`config.mk`:
```
export PLATFORM = sky130hd
export DESIGN_NAME = ysyx_22041211_lsu
export DESIGN_NICKNAME = d
export VERILOG_FILES = /design/src/rtl/ysyx_22041211_lsu_pkg.sv /design/src/rtl/ysyx_22041211_lsu_align.sv /design/src/rtl/ysyx_22041211_lsu.sv
export SDC_FILE = /design/constraint.sdc
export NUM_CORES = 1
export LEC_CHECK = 0
export ABC_AREA = 1
export BUFFER_PORTS_ARGS = -buffer_cell sky130_fd_sc_hd__buf_2
export CAP_MARGIN = 20
export CORE_MARGIN = 2
export CORE_UTILIZATION = 35
export CTS_BUF_LIST = sky130_fd_sc_hd__clkbuf_4 sky130_fd_sc_hd__clkbuf_8 sky130_fd_sc_hd__clkbuf_16
export CTS_CLUSTER_DIAMETER = 80
export DETAILED_ROUTE_END_ITERATION = 10
export GPL_ROUTABILITY_DRIVEN = 0
export PLACE_DENSITY = 0.67
export SETUP_SLACK_MARGIN = 0.3
export SYNTH_ARGS = -nofsm -noshare
export SYNTH_HDL_FRONTEND = slang
export SYNTH_SLANG_ARGS = --single-unit
```
`constraint.sdc`:
```
create_clock -name clk -period 5.9 [get_ports clk]
set_input_delay 0.885 -clock clk [delete_from_list [all_inputs] [get_ports clk]]
set_output_delay 0.885 -clock clk [all_outputs]
set_load 0.005 [all_outputs]
```
`src/rtl/ysyx_22041211_lsu_pkg.sv`:
```
// Shared types for the load/store unit: FSM states, funct3 codes and access-size decode.
package ysyx_22041211_lsu_pkg;

   typedef enum logic [1:0] {
      ST_IDLE = 2'd0,
      ST_REQ  = 2'd1,
      ST_RESP = 2'd2,
      ST_DONE = 2'd3
   } lsu_state_e;

   typedef enum logic [1:0] {
      SZ_BYTE = 2'd0,
      SZ_HALF = 2'd1,
      SZ_WORD = 2'd2
   } mem_size_e;

   localparam logic [2:0] F3_B  = 3'b000;
   localparam logic [2:0] F3_H  = 3'b001;
   localparam logic [2:0] F3_W  = 3'b010;
   localparam logic [2:0] F3_BU = 3'b100;
   localparam logic [2:0] F3_HU = 3'b101;

   // Reserved funct3 codes fall through to word accesses.
   function automatic mem_size_e op_size(input logic [2:0] op);
      case (op)
         F3_B, F3_BU: return SZ_BYTE;
         F3_H, F3_HU: return SZ_HALF;
         F3_W:        return SZ_WORD;
         default:     return SZ_WORD;
      endcase
   endfunction

endpackage

```
`src/rtl/ysyx_22041211_lsu_align.sv`:
```
// Combinational lane logic: store strobes/replication, load extract/extend, misalign detect.
module ysyx_22041211_lsu_align
   import ysyx_22041211_lsu_pkg::*;
(
   input  logic [2:0]  op_i,
   input  logic [1:0]  addr_lo_i,
   input  logic [31:0] store_data_i,
   input  logic [31:0] rdata_i,
   output logic [3:0]  wmask_o,
   output logic [31:0] wdata_o,
   output logic [31:0] rdata_ext_o,
   output logic        misalign_o
);

   logic [31:0] rdata_shift;
   logic        is_unsigned;

   assign rdata_shift = rdata_i >> {addr_lo_i, 3'b000};
   assign is_unsigned = op_i[2];

   always_comb begin
      wmask_o     = 4'b0000;
      wdata_o     = store_data_i;
      rdata_ext_o = rdata_i;
      misalign_o  = 1'b0;
      case (op_size(op_i))
         SZ_BYTE: begin
            wmask_o     = 4'b0001 << addr_lo_i;
            wdata_o     = {4{store_data_i[7:0]}};
            rdata_ext_o = {{24{rdata_shift[7] & ~is_unsigned}}, rdata_shift[7:0]};
         end
         SZ_HALF: begin
            wmask_o     = 4'b0011 << {addr_lo_i[1], 1'b0};
            wdata_o     = {2{store_data_i[15:0]}};
            rdata_ext_o = {{16{rdata_shift[15] & ~is_unsigned}}, rdata_shift[15:0]};
            misalign_o  = addr_lo_i[0];
         end
         default: begin
            wmask_o     = 4'b1111;
            wdata_o     = store_data_i;
            rdata_ext_o = rdata_i;
            misalign_o  = (addr_lo_i != 2'b00);
         end
      endcase
   end

endmodule

```
`src/rtl/ysyx_22041211_lsu.sv`:
```
// Load/store unit: one single-beat bus transaction per accepted memory instruction.
//  state   | meaning
//  IDLE    | waiting for ctrl_valid_i && memory_inst_i
//  REQ     | request on bus, held until mem_req_ready_i
//  RESP    | waiting for mem_resp_valid_i
//  DONE    | lsu_valid_o pulse (lsu_err_o if misaligned)
module ysyx_22041211_lsu
   import ysyx_22041211_lsu_pkg::*;
#(
   parameter int DATA_LEN = 32
) (
   input  logic                clk,
   input  logic                rst,
   input  logic                ctrl_valid_i,
   input  logic                memory_inst_i,
   input  logic                mem_wen_i,
   input  logic [2:0]          mem_op_i,
   input  logic [DATA_LEN-1:0] addr_i,
   input  logic [DATA_LEN-1:0] store_data_i,
   output logic                mem_req_valid_o,
   input  logic                mem_req_ready_i,
   output logic                mem_wen_o,
   output logic [DATA_LEN-1:0] mem_addr_o,
   output logic [DATA_LEN-1:0] mem_wdata_o,
   output logic [3:0]          mem_wmask_o,
   input  logic                mem_resp_valid_i,
   input  logic [DATA_LEN-1:0] mem_rdata_i,
   output logic                lsu_valid_o,
   output logic [DATA_LEN-1:0] load_data_o,
   output logic                lsu_err_o
);

   lsu_state_e          state_q, state_d;
   logic                wen_q;
   logic [2:0]          op_q;
   logic [DATA_LEN-1:0] addr_q;
   logic [DATA_LEN-1:0] sdata_q;
   logic [DATA_LEN-1:0] load_data_q;
   logic                err_q;

   logic                start;
   logic [2:0]          al_op;
   logic [1:0]          al_addr_lo;
   logic [DATA_LEN-1:0] al_sdata;
   logic [3:0]          al_wmask;
   logic [DATA_LEN-1:0] al_wdata;
   logic [DATA_LEN-1:0] al_rdata_ext;
   logic                al_misalign;

   assign start = ctrl_valid_i && memory_inst_i;

   // In IDLE the aligner looks at the incoming operands so misalignment can be
   // decided at the start edge; afterwards it works on the latched copy.
   always_comb begin
      al_op      = op_q;
      al_addr_lo = addr_q[1:0];
      al_sdata   = sdata_q;
      if (state_q == ST_IDLE) begin
         al_op      = mem_op_i;
         al_addr_lo = addr_i[1:0];
         al_sdata   = store_data_i;
      end
   end

   ysyx_22041211_lsu_align u_align (
      .op_i        (al_op),
      .addr_lo_i   (al_addr_lo),
      .store_data_i(al_sdata),
      .rdata_i     (mem_rdata_i),
      .wmask_o     (al_wmask),
      .wdata_o     (al_wdata),
      .rdata_ext_o (al_rdata_ext),
      .misalign_o  (al_misalign)
   );

   always_comb begin
      state_d = state_q;
      case (state_q)
         ST_IDLE: if (start) state_d = al_misalign ? ST_DONE : ST_REQ;
         ST_REQ:  if (mem_req_ready_i) state_d = ST_RESP;
         ST_RESP: if (mem_resp_valid_i) state_d = ST_DONE;
         ST_DONE: state_d = ST_IDLE;
         default: state_d = ST_IDLE;
      endcase
   end

   always_ff @(posedge clk) begin
      if (rst) begin
         state_q     <= ST_IDLE;
         wen_q       <= 1'b0;
         op_q        <= 3'b000;
         addr_q      <= '0;
         sdata_q     <= '0;
         load_data_q <= '0;
         err_q       <= 1'b0;
      end else begin
         state_q <= state_d;
         if (state_q == ST_IDLE && start) begin
            wen_q       <= mem_wen_i;
            op_q        <= mem_op_i;
            addr_q      <= addr_i;
            sdata_q     <= store_data_i;
            err_q       <= al_misalign;
            load_data_q <= '0;
         end
         if (state_q == ST_RESP && mem_resp_valid_i && !wen_q) begin
            load_data_q <= al_rdata_ext;
         end
      end
   end

   always_comb begin
      mem_req_valid_o = 1'b0;
      mem_wen_o       = 1'b0;
      mem_addr_o      = '0;
      mem_wdata_o     = '0;
      mem_wmask_o     = 4'b0000;
      if (state_q == ST_REQ) begin
         mem_req_valid_o = 1'b1;
         mem_wen_o       = wen_q;
         mem_addr_o      = {addr_q[DATA_LEN-1:2], 2'b00};
         if (wen_q) begin
            mem_wdata_o = al_wdata;
            mem_wmask_o = al_wmask;
         end
      end
   end

   assign lsu_valid_o = (state_q == ST_DONE);
   assign lsu_err_o   = (state_q == ST_DONE) && err_q;
   assign load_data_o = load_data_q;

endmodule
```
=== Word-level counts from Yosys, hierarchy flattened ===
Cells that the tools add are included.

* Output and inout bits: 104
* Input bits: 106
* Bits in registers: 103

* Multiplexer cells: 22
* Bitwise operators: 3
* Equal/unequal tests: 10
* Shifts and indexed selects: 3
* Reductions and logical operators: 14

{| class="wikitable"
|+ Operator list
! cell !! number
|-
| $mux 32 || 6
|-
| $pmux 32 s2 || 2
|-
| $shr 32x5->16 || 1
|-
| $mux 2 || 5
|-
| $mux 4 || 2
|-
| $pmux 2 s4 || 1
|-
| $pmux 4 s2 || 1
|-
| $eq 3x3->1 const B || 2
|-
| $ne 2x2->1 const B || 3
|-
| $logic_and 1x1->1 || 5
|-
| $eq 2x1->1 const B || 2
|-
| $eq 2x2->1 const B || 2
|-
| $logic_not 2->1 || 2
|-
| $pmux 2 s2 || 1
|-
| $reduce_bool 2->1 || 2
|-
| $reduce_or 2->1 || 2
|-
| $shl 1x2->4 const A || 1
|-
| $shl 2x2->4 const A || 1
|-
| $eq 3x1->1 const B || 1
|-
| $logic_not 3->1 || 1
|-
| $mux 3 || 1
|-
| $reduce_and 3->1 || 1
|-
| $and 1x1->1 || 2
|-
| $mux 1 || 2
|-
| other kinds (3) || 3
|}

=== Depth between registers and ports, before layout ===
* Depth in word-level cells: 10
* Gate-level depth with buffers: 16

=== Modules after synthesis ===
Synthesis repeated with hierarchy kept, for this count alone.

* Cells, all modules: 973
* Area, all modules: 6,263.5 µm²

{| class="wikitable"
|+ By module, submodules not included
! module !! cells an instance !! area each (µm²) !! seq. area each (µm²) !! instances
|-
| ysyx_22041211_lsu || 708 || 4,897.2 || 2,062.0 || 1
|-
| ysyx_22041211_lsu_align || 265 || 1,366.3 || 0.0 || 1
|}

=== Worst setup path before layout ===
Ideal clock, no wire load.

* Kind: reg-to-output
* Start: register state_q[0]
* End: output port mem_wdata_o[15]
* Buffers on the path: 3
* Setup slack: 3.223 ns
* Data required time: 5.015 ns
* Data arrival time: 1.792 ns
* Stages on the path, launching flop included: 11
* Path through: dfxtp_1 -> inv_1 -> ha_1 -> buf_6 -> buf_6 -> o21ai_4 -> nor2_1 -> inv_1 -> buf_2 -> o211ai_1 -> a21oi_1

* Longest elaborated chain between the ends: 9

{| class="wikitable"
|+ Ends and longest elaborated chain
! element !! RTL line !! text
|-
| start: declaration || ysyx_22041211_lsu.sv:33 || <nowiki>lsu_state_e state_q, state_d;</nowiki>
|-
| start signal: assignment || ysyx_22041211_lsu.sv:97 || <nowiki>state_q <= state_d;</nowiki>
|-
| $logic_not 2->1 || ysyx_22041211_lsu.sv:58 || <nowiki>if (state_q == ST_IDLE) begin</nowiki>
|-
| $mux 3 || ysyx_22041211_lsu.sv:58 ||
|-
| $eq 3x1->1, or another cell as far along || ysyx_22041211_lsu_pkg.sv:25 || <nowiki>case (op)</nowiki>
|-
| $reduce_or 2->1 || ysyx_22041211_lsu_pkg.sv:25 ||
|-
| $pmux 2 s2 || ysyx_22041211_lsu_pkg.sv:25 ||
|-
| $eq 2x1->1 or $logic_not 2->1 (tied branches) || ysyx_22041211_lsu_align.sv:26 || <nowiki>case (op_size(op_i))</nowiki>
|-
| $pmux 32 s2 || ysyx_22041211_lsu_align.sv:26 ||
|-
| $mux 32 || ysyx_22041211_lsu.sv:122 || <nowiki>if (wen_q) begin</nowiki>
|-
| $mux 32 * || ysyx_22041211_lsu.sv:118 || <nowiki>if (state_q == ST_REQ) begin</nowiki>
|-
| end: declaration || ysyx_22041211_lsu.sv:24 || <nowiki>output logic [DATA_LEN-1:0] mem_wdata_o,</nowiki>
|}

Mark *: on every way between the ends. The rest lies on a longest branch, timed or not.

=== Worst setup path after layout ===
* Start: register state_q[0]
* End: output port mem_wmask_o[1]

* Longest elaborated chain between the ends: 9

{| class="wikitable"
|+ Ends and longest elaborated chain
! element !! RTL line !! text
|-
| $logic_not 2->1 || ysyx_22041211_lsu.sv:58 ||
|-
| $mux 3 || ysyx_22041211_lsu.sv:58 ||
|-
| $eq 3x1->1, or another cell as far along || ysyx_22041211_lsu_pkg.sv:25 ||
|-
| $reduce_or 2->1 || ysyx_22041211_lsu_pkg.sv:25 ||
|-
| $pmux 2 s2 || ysyx_22041211_lsu_pkg.sv:25 ||
|-
| $eq 2x1->1 or $logic_not 2->1 (tied branches) || ysyx_22041211_lsu_align.sv:26 ||
|-
| $pmux 4 s2 || ysyx_22041211_lsu_align.sv:26 ||
|-
| $mux 4 || ysyx_22041211_lsu.sv:122 ||
|-
| $mux 4 * || ysyx_22041211_lsu.sv:118 ||
|-
| end: declaration || ysyx_22041211_lsu.sv:25 || <nowiki>output logic [3:0] mem_wmask_o,</nowiki>
|}

Marked as above.

==> results.md <==
* Pint at approximately 0.0015 W
* Most common cell after layout, fill and taps aside: buf_2
* Row count at 46
* Max Cap Viol at 0
* Pin count of the biggest net entering global routing at 90
* Max-slew headroom at 0.407
* Syn Std Cell Area at 0.00561 mm^2
* CTS resizes at 0
* Final Critical Period at approximately 4300 ps
* Max incr delay on CP at a little under 800 ps
* Most Frequent Cell on Critical Path: nor2_1
* CTS tree: built
* Unique masters post-synth at 34
* R2R setup slack at 2480 ps
* Skew final at 7.99 ps
* Synthesized area per cell at approximately 6.5 um^2
* 1st-iter DRT viols at between 300 and 400
* Ys Warns at 0
* Vias per cell at 4.79
* Clock root cell: clkbuf_16
* Vias in the first global route at between 5000 and 6000
* Unrepaired setup endpoints after global routing: false
* IO buf count at 207
* Grt ovf at 0
* Logic gate share of total power at 0.478
* Initial antenna violation count at 1
* Net Switching at 0.00125 W
* Ports at 210
* Sequential area share after synthesis at 0.368
* Worst Path Required at 5020 ps
* Final setup viols at 0
* Clock sinks at 103
* Post-synth ARST share at 0
* Max Slew Vio Count at 0
* Post-route clock period utilization at 0.733
* Post-synth EDFFs at 0
* Router iterations before antenna repair at 5
* Total die area at roughly 0.017 mm^2
* Critical path buffer and inverter count at 3
* Sw Share at 0.455
* Met2 wire length at 7.76 mm
* Die X at 131 um
* Status: finished, final reports clean
* Worst R2R Path Depth at 8
* Cells after Synth at 864
* GRT Total Usage at 0.196
* Power, Total at 0.00275 W
* Worst hold slack at about 460 ps
* Crit end category: output pin
* Path length in cells of the critical path at 9
* Power per cell area at 393 mW/mm^2
* Via count at 6000
* CTS buffer count at 9
* DR WL met3 at 934 um
* Worst hold stages at 2
* First-pass GRT wire length at 26.2 mm
* Postcts setup bufs at 0
* Crit path cell chain: inv_1 -> ha_1 -> inv_2 -> nand2_1 -> nand2_1 -> nor2_1 -> nor2_1 -> nor2_1 -> buf_2
* Sequential Power Share at 0.311
* Area Growth Syn to Fin at 24.8%
* Final nets at 1140
* H-Tree Depth at 3
* CTS max path bufs at 2
* DRC viols at 0
* #FFs+latches synth at between 100 and 150
* CP max-delay cell: nor2_1
* End of the worst hold path: sdata_q[27]
* Core area at about 0.016 mm^2
* Die Y at 131 um
* Pin slew with the least headroom to its limit at just under 900 ps
* Routed met1 length at 8.01 mm
* Maximum clock rate at 231 MHz
* Highest metal used: met5
* Clock share of power at 0.210
* Final Hold Fails at 0
* Leakage power at 3.59 nW
* Most frequent cells in the layout: buf_2 (207), nand2_1 (167), inv_1 (119)
* Worst-path fanout max at 49
* Startpoint of the worst hold path: sdata_q[27]
* Critical R2R Launch: state_q[0]
* Clk pin slew, worst setup/hold paths at 70 ps
* Avg WL per Cell at 13.7 um
* Hold Crit Class: flip-flop to flip-flop
* Post-route ant nets at 0
* Total wire length at 17.1 mm
* CP arrival at 3440 ps
* Startpoint types: flip-flop
* Ys flop type: dfxtp_1
* Top delay family on crit path: simple AND/OR/NAND/NOR gates
* Hpwl dp at between 10 and 15 mm
* TNS Setup at 0 ps
* CP Class: flip-flop to output pin
* R2r endpoint: sdata_q[24]
* Hold buffer count at cts at 0
* Share of cells above drive strength 1 at 0.257
* VDD IR-drop max at 0.200 mV
* Worst skew pair latency at ~350 ps
* Initial Util at 0.355
## worst max-delay path by stage
stage / slack [ps] / startpoint / end
global route: 1300 / state_q[1] / mem_wmask_o[1]
detailed placement: 1970 / state_q[0] / mem_wmask_o[1]
global placement: 2050 / state_q[0] / mem_wmask_o[1]
floorplan: 3220 / state_q[0] / mem_wdata_o[15]
finish: 1580 / state_q[0] / mem_wmask_o[1]
CTS: 1560 / state_q[1] / mem_wmask_o[1]
## logic make-up (layout without fill, tap and decap cells)
kind of cell               Yosys count  count (layout)  share of synthesized area
and+or+nand+nor                    313             313                      0.230
AOI/OAI and AO/OA                  259             259                      0.259
buffers and inverters              184             354                      0.133
DFF                                103             103                      0.368
adders and majority gates            4               4                    0.00893
other                                1               3                   0.000669
## stage by stage
| stage | cells | utilization | setup slack (ps) | instance area (um^2) |
|---|---|---|---|---|
| final | 1252 | 0.444 | 1580 | 6990 |
| after global routing | 1251 | 0.443 | 1300 | 6990 |
| after CTS | 1249 | 0.442 | 1560 | 6970 |
| after detailed placement | 1233 | 0.424 | 1970 | 6680 |
| after global placement | 1233 | 0.424 | 2050 | 6680 |
| after floorplan | 865 | - | 3220 | 5610 |
## synth_stat cells, types with 3 or more instances
library cell  number  area, um^2
a211oi_1          21         158
a21oi_1           92         460
a21oi_2           10        87.6
a221oi_1           7        61.3
a31oi_1            3        18.8
buf_2              7        35.0
buf_6              3        33.8
clkbuf_1          46         173
dfxtp_1          103        2060
ha_1               4        50.1
inv_1            120         450
nand2_1          167         627
nand2_2           13        81.3
nand3_1           12        60.1
nand4_1            7        43.8
nor2_1           103         387
nor3_1             7        35.0
o21ai_0          118         591
## final cells by class
class	instances	area [um^2]
diodes	1	2.50
repair buffers	216	1110
multi-input cells	578	2800
clock inverters	5	41.3
flip-flops and latches	103	2060
inverters	122	459
well taps	216	270
clock buffers	11	246
fillers	1714	8780
## power by group through the flow
stage          sequential (W)  combinational [W]  clock [W]
3_5_place_dp         0.000871            0.00130          0
5_1_grt              0.000869            0.00148   0.000623
3_3_place_gp         0.000867            0.00129          0
4_1_cts              0.000856            0.00130   0.000601
2_1_floorplan        0.000865            0.00101          0
6_report             0.000856            0.00131   0.000578
## metal layers
layer	vias to the layer above	track usage
met5	-	0
met4	2	0.0820
met3	27	0.0350
met2	203	0.305
met1	2666	0.268
li1	3102	-
## sequential cells by signal (all words and copies together), names as in the netlist
name / count
load_data_o: 32
addr_q: 32
op_q: 3
sdata_q: 32
state_q: 2
wen_q: 1
err_q: 1
## worst min-delay path: cells and delay by family (launching register included)
| kind | cells | cell delay [ps] |
|---|---|---|
| buffers and inverters | 1 | 60 |
| flip-flops | 1 | 300 |
| AO/OA/AOI/OAI | 1 | 50 |
Note: power is estimated with default switching activity, not from simulation.
